### config.mk
export PLATFORM = sky130hd
export DESIGN_NAME = mem_arbiter
export DESIGN_NICKNAME = d
export VERILOG_FILES = /design/src/rtl/mem_arbiter_pkg.sv /design/src/rtl/rr_grant2.sv /design/src/rtl/mem_arbiter.sv
export SDC_FILE = /design/constraint.sdc
export NUM_CORES = 1
export LEC_CHECK = 0
export CAP_MARGIN = 20
export CORE_UTILIZATION = 40
export DETAILED_ROUTE_END_ITERATION = 10
export HOLD_SLACK_MARGIN = 0.02
export PLACE_DENSITY = 0.78
export SLEW_MARGIN = 20
export SYNTH_ARGS = -nofsm -noshare
export SYNTH_HDL_FRONTEND = slang
export SYNTH_SLANG_ARGS = --single-unit
### constraint.sdc
create_clock -name clk -period 3.7 [get_ports clk]
set_input_delay 0.74 -clock clk [delete_from_list [all_inputs] [get_ports clk]]
set_output_delay 0.74 -clock clk [all_outputs]
set_load 0.01 [all_outputs]
### src/rtl/mem_arbiter_pkg.sv
// Shared definitions for the memory arbiter and its grant logic; the widths
// match the memory_controller transaction port.
package mem_arbiter_pkg;

   localparam int ADDRESS_LEN = 17;
   localparam int WORD_SIZE   = 16;

   typedef enum logic [1:0] {
      IDLE    = 2'd0,
      BUSY    = 2'd1,
      RELEASE = 2'd2
   } arb_state_e;

   typedef enum logic {
      PORT_IF = 1'b0,
      PORT_D  = 1'b1
   } port_id_e;

   function automatic port_id_e other_port(input port_id_e p);
      return (p == PORT_D) ? PORT_IF : PORT_D;
   endfunction

endpackage

### src/rtl/rr_grant2.sv
// Two-requester grant selection: a lone requester wins; on contention either
// the data port wins outright or the port that did not win last time does.
module rr_grant2
   import mem_arbiter_pkg::*;
(
   input  logic [1:0] req,
   input  port_id_e   last_grant,
   input  logic       fixed_priority,
   output port_id_e   grant
);

   // Grant selection; req[0] is the fetch port, req[1] the data port.
   always_comb begin
      grant = PORT_D;
      case (req)
         2'b01: grant = PORT_IF;
         2'b10: grant = PORT_D;
         2'b11: begin
            if (fixed_priority) begin
               grant = PORT_D;
            end else begin
               grant = other_port(last_grant);
            end
         end
         default: grant = PORT_D;
      endcase
   end

endmodule

### src/rtl/mem_arbiter.sv
// Arbiter and sequencer sharing the serial-SRAM transaction port between the
// fetch and load/store requesters, with a release gap and a watchdog.
module mem_arbiter
   import mem_arbiter_pkg::*;
#(
   parameter int unsigned FIXED_PRIORITY = 0,
   parameter int unsigned TIMEOUT_CYCLES = 255
) (
   input  logic                   clk,
   input  logic                   rst,
   input  logic                   ena,
   input  logic                   if_req,
   input  logic [ADDRESS_LEN-1:0] if_addr,
   output logic                   if_done,
   output logic [WORD_SIZE-1:0]   if_rdata,
   input  logic                   d_req,
   input  logic [ADDRESS_LEN-1:0] d_addr,
   input  logic                   d_we,
   input  logic [WORD_SIZE-1:0]   d_wdata,
   output logic                   d_done,
   output logic [WORD_SIZE-1:0]   d_rdata,
   output logic [ADDRESS_LEN-1:0] mem_address,
   output logic [WORD_SIZE-1:0]   mem_write_value,
   output logic                   mem_write_enable,
   output logic                   mem_request,
   input  logic [WORD_SIZE-1:0]   mem_read_value,
   input  logic                   mem_request_complete,
   output logic                   busy,
   output logic                   timeout_error
);

   localparam logic [7:0] TMO_LAST = 8'(TIMEOUT_CYCLES - 32'd1);

   arb_state_e             state_r, state_s;
   port_id_e               last_grant_r, last_grant_s;
   port_id_e               grant_r, grant_s;
   port_id_e               win_s;
   logic [7:0]             tmo_cnt_r, tmo_cnt_s;
   logic [ADDRESS_LEN-1:0] mem_address_r, mem_address_s;
   logic [WORD_SIZE-1:0]   mem_wval_r, mem_wval_s;
   logic                   mem_we_r, mem_we_s;
   logic                   mem_req_r, mem_req_s;
   logic                   if_done_r, if_done_s;
   logic                   d_done_r, d_done_s;
   logic [WORD_SIZE-1:0]   if_rdata_r, if_rdata_s;
   logic [WORD_SIZE-1:0]   d_rdata_r, d_rdata_s;
   logic                   tmo_err_r, tmo_err_s;

   rr_grant2 u_grant (
      .req            ({d_req, if_req}),
      .last_grant     (last_grant_r),
      .fixed_priority (FIXED_PRIORITY != 32'd0),
      .grant          (win_s)
   );

   // Next-state and next-output computation for the IDLE/BUSY/RELEASE sequencer.
   always_comb begin
      state_s       = state_r;
      last_grant_s  = last_grant_r;
      grant_s       = grant_r;
      tmo_cnt_s     = tmo_cnt_r;
      mem_address_s = mem_address_r;
      mem_wval_s    = mem_wval_r;
      mem_we_s      = mem_we_r;
      mem_req_s     = mem_req_r;
      if_done_s     = 1'b0;
      d_done_s      = 1'b0;
      if_rdata_s    = if_rdata_r;
      d_rdata_s     = d_rdata_r;
      tmo_err_s     = tmo_err_r;
      case (state_r)
         IDLE: begin
            if ((if_req | d_req) == 1'b1) begin
               grant_s      = win_s;
               last_grant_s = win_s;
               tmo_cnt_s    = 8'd0;
               mem_req_s    = 1'b1;
               state_s      = BUSY;
               if (win_s == PORT_D) begin
                  mem_address_s = d_addr;
                  mem_wval_s    = d_wdata;
                  mem_we_s      = d_we;
               end else begin
                  mem_address_s = if_addr;
                  mem_wval_s    = {WORD_SIZE{1'b0}};
                  mem_we_s      = 1'b0;
               end
            end else begin
               state_s = IDLE;
            end
         end
         BUSY: begin
            if (mem_request_complete) begin
               mem_req_s = 1'b0;
               state_s   = RELEASE;
               if (grant_r == PORT_D) begin
                  d_done_s  = 1'b1;
                  d_rdata_s = mem_read_value;
               end else begin
                  if_done_s  = 1'b1;
                  if_rdata_s = mem_read_value;
               end
            end else if (tmo_cnt_r == TMO_LAST) begin
               // Stuck transaction: abandon it without a done pulse.
               tmo_cnt_s = tmo_cnt_r + 8'd1;
               tmo_err_s = 1'b1;
               mem_req_s = 1'b0;
               state_s   = RELEASE;
            end else begin
               tmo_cnt_s = tmo_cnt_r + 8'd1;
            end
         end
         RELEASE: state_s = IDLE;
         default: state_s = IDLE;
      endcase
   end

   // State and output registers: synchronous reset, full hold while ena is low.
   always_ff @(posedge clk) begin
      if (rst) begin
         state_r       <= IDLE;
         last_grant_r  <= PORT_D;
         grant_r       <= PORT_IF;
         tmo_cnt_r     <= 8'd0;
         mem_address_r <= {ADDRESS_LEN{1'b0}};
         mem_wval_r    <= {WORD_SIZE{1'b0}};
         mem_we_r      <= 1'b0;
         mem_req_r     <= 1'b0;
         if_done_r     <= 1'b0;
         d_done_r      <= 1'b0;
         if_rdata_r    <= {WORD_SIZE{1'b0}};
         d_rdata_r     <= {WORD_SIZE{1'b0}};
         tmo_err_r     <= 1'b0;
      end else if (ena) begin
         state_r       <= state_s;
         last_grant_r  <= last_grant_s;
         grant_r       <= grant_s;
         tmo_cnt_r     <= tmo_cnt_s;
         mem_address_r <= mem_address_s;
         mem_wval_r    <= mem_wval_s;
         mem_we_r      <= mem_we_s;
         mem_req_r     <= mem_req_s;
         if_done_r     <= if_done_s;
         d_done_r      <= d_done_s;
         if_rdata_r    <= if_rdata_s;
         d_rdata_r     <= d_rdata_s;
         tmo_err_r     <= tmo_err_s;
      end
   end

   assign mem_address      = mem_address_r;
   assign mem_write_value  = mem_wval_r;
   assign mem_write_enable = mem_we_r;
   assign mem_request      = mem_req_r;
   assign if_done          = if_done_r;
   assign d_done           = d_done_r;
   assign if_rdata         = if_rdata_r;
   assign d_rdata          = d_rdata_r;
   assign busy             = (state_r == BUSY) || (state_r == RELEASE);
   assign timeout_error    = tmo_err_r;

endmodule

==> metrics.yaml <==
power:
  p_leak_uw: 0.00174
  switching_share: 0.255
  ir_drop_v: 0.000169
  power_switching_uw: 482
  p_seq_frac: 0.497
  p_int_uw: 1410
  pwr_density_cell_nw_per_um2: 388
  pwr-share-comb: 0.163
  pwr-share-clk: 0.340
sta:
  min_period_over_period: 0.684
  fmax_ghz: 0.395
  min_period_ns: 2.53
  rsz0062_at_grt: "no"
  fin_setup_tns_ns: 0
  setup_viol: 0
  skew_ns: 0.0106
  hold_viol_final: 0
  finalHoldWorstSlack_ns: 0.458
  slew_headroom: 0.490
  worst_pin_slew_ns: 0.763
  finalMaxSlewViolations: 0
detailed_routing:
  drc: 0
  vias: 3024
  vias_per_cell: 4.99
  drt_wl_total_um: 8190
  drt.antenna.violating_nets: 0
  detail_route.wl_per_cell_um: 13.5
  drtIter0Drc: 134
  firstDrtPassIters: 4
worst_setup_path:
  cp_max_fo: 11
  crit_type: "primary input to flop"
  crit_path_end_kind: "flop"
  worstPathArrival_ns: 2.81
  required_ns: 3.98
  ff2ff_setup_slack_ns: 1.62
  critical_path.slowest_cell: "clkdlybuf4s50_1"
  r2r_start: "state_r[0]$_SDFFE_PP0P_"
  path_cells: "clkdlybuf4s50_1, a21bo_1, or3_1, or4_1, a21oi_1"
  rr_worst_depth: 6
  r2r_end: "tmo_cnt_r[7]$_SDFFE_PP0P_"
  cpPeakStageDelay_ns: 0.67
  critPathLaunch: "ena"
  cp-endpoint: "tmo_cnt_r[7]$_SDFFE_PP0P_"
  cp-start-kind: "primary input"
synthesis:
  netlist_area_um2: 3150
  synth_area_leader_cell: "dfxtp_1"
  synth_top_area_share: 0.521
  yosys.area_share.simple: 0.184
  synth_enable_flop_cells: 0
  synth_fa_ha_area_frac: 0.0159
  synth_top_family_by_area: "simple AND/OR/NAND/NOR gates"
  yosysMostFrequentCell: "dfxtp_1"
  ys_seq_elements: 82
  synth-xor-area-share: 0.00556
  synth_area_leaders: "dfxtp_1 52%, nand2_1 8.1%, a21oi_1 6.7%, nor2_1 5.5%, mux2i_1 5.4%"
  synth_compound_area_frac: 0.179
  syn_area_per_cell_um2: 8.67
  synth_fp_nets: 440
  ys_types: 31
  synth_warnings: 0
  synth_ff_type: "dfxtp_1"
  synth_common_cells: "82 x dfxtp_1, 68 x nand2_1, 46 x nor2_1"
  synthCells: 363
  ys_seq_area_frac: 0.521
  muxShareOfSynthArea: 0.0576
  ys_async_sr_fraction: 0
floorplan:
  dieArea_um2: 8230
  fp.dieW_um: 90.7
  rows: 31
  ioPinCount: 144
  core_um2: 7450
  initial_core_util: 0.423
  fp.dieH_um: 90.7
layout:
  stdcell_count: 606
  drive_gt1_frac: 0.0533
  nFillCells: 646
  multi_input_area_um2: 1400
  antenna_cells: 0
  final_nets: 579
  syn_to_final_growth_pct: 54.6
  seqCellArea_um2: 1640
  design_area_um2: 4870
clock_network:
  cts-hold-fix-buffers: 0
  cts_tree: "built"
  path_clk_slew_ns: 0.09
  clkLatencyLatePin_ns: 0.34
  cts-resized-gates: 0
  cts_root_buf: "clkbuf_8"
  clock-sinks: 82
  htree_levels: 3
  cts_buffers: 9
  clk_path_buf_depth: 2
  cts_setup_buffers: 0
global_routing:
  grt.overflow.total: 0
  grt_pass1_wl_um: 13500
  antenna_found_initial: 0
  grt_pass1_vias: 2918
  grt_max_degree: 37
  grt_use_total: 0.203
placed_design:
  hpwl_um: 5920
  post_dp_cell_area_um2: 4670
  dp_cells: 590
  place.gp.congestion: 0.824
  numPortBuffers: 143
status:
  outcome: "complete, no violations"
hold_path:
  hp-class: "flop to flop"
job:
  drv_cap: 0
-- stage by stage --
stage / setup WS, ns / power (µW) / util
3_5_place_dp: 0.818 / 1270 / 0.627
2_1_floorplan: 1.58 / 1090 / -
5_1_grt: 0.984 / 1980 / 0.654
6_report: 1.17 / 1890 / 0.654
3_3_place_gp: 0.879 / 1260 / 0.627
4_1_cts: 1.19 / 1910 / 0.654
-- layer usage --
layer	wire length, µm	track usage
met1	3580	0.244
met2	3880	0.341
met3	546	0.0522
met4	186	0.0887
met5	0	0
-- placed cells by master (no fill, tap or decap), types with 2 or more instances in the layout --
master | netlist | routed
a22oi_1 | 17 | 17
o21ai_0 | 5 | 5
or3_1 | 3 | 3
nand4_1 | 4 | 4
ha_1 | 4 | 4
a211oi_1 | 18 | 18
inv_1 | 6 | 6
buf_4 | 0 | 8
clkinv_2 | 0 | 2
or4_1 | 2 | 2
inv_6 | 0 | 3
nand3_1 | 4 | 4
mux2i_1 | 17 | 17
clkbuf_8 | 0 | 9
nor2_1 | 46 | 45
o31ai_1 | 2 | 2
clkdlybuf4s50_1 | 0 | 142
nand2b_1 | 6 | 6
nand2_1 | 68 | 68
dfxtp_1 | 82 | 82
nor4_1 | 3 | 3
a21oi_1 | 42 | 42
-- worst min path at each step --
stage,depth (start not counted),end,slack (ns),startpoint
2_1_floorplan,2,last_grant_r$_SDFFE_PP1P_,0.46,last_grant_r$_SDFFE_PP1P_
3_3_place_gp,2,d_rdata[13]$_SDFFE_PP0P_,0.44,d_rdata[13]$_SDFFE_PP0P_
4_1_cts,2,if_rdata[5]$_SDFFE_PP0P_,0.46,if_rdata[5]$_SDFFE_PP0P_
5_1_grt,2,if_rdata[5]$_SDFFE_PP0P_,0.48,if_rdata[5]$_SDFFE_PP0P_
3_5_place_dp,2,if_rdata[5]$_SDFFE_PP0P_,0.45,if_rdata[5]$_SDFFE_PP0P_
6_report,2,if_rdata[5]$_SDFFE_PP0P_,0.46,if_rdata[5]$_SDFFE_PP0P_
-- registers in the layout, indices dropped and copies added (netlist names) --
signal	flops
last_grant_r	1
d_rdata	16
timeout_error	1
state_r	2
grant_r	1
if_done	1
d_done	1
tmo_cnt_r	8
mem_write_value	16
if_rdata	16
mem_write_enable	1
mem_address	17
mem_request	1
-- cell families after synthesis --
kind of cell               Yosys count
muxes                               18
AOI/OAI and AO/OA                   90
buffers and inverters               29
adders and majority gates            4
and+or+nand+nor                    138
xor gates and xnor gates             2
DFF                                 82
-- power by group through the flow --
stage / Combinational [µW] / Sequential (µW) / Clock (µW)
final: 308 / 939 / 643
after global routing: 335 / 945 / 697
after CTS: 311 / 939 / 660
after detailed placement: 310 / 959 / 0
after global placement: 304 / 959 / 0
after floorplan: 119 / 973 / 0
-- cell type report --
class	instances	area share
tap	99	0.0254
inverter	6	0.00463
timing repair buffer	151	0.305
multi-input combinational	252	0.287
clock inverter	7	0.0152
sequential	82	0.337
clock buffer	9	0.0254
-- critical path: cells and delay by family --
kind / cells / cell delay [ns]
buf+inv: 1 / 0.67
simple gates: 2 / 0.97
compound gates: 2 / 0.43
Power figures use the tool's default switching activity.
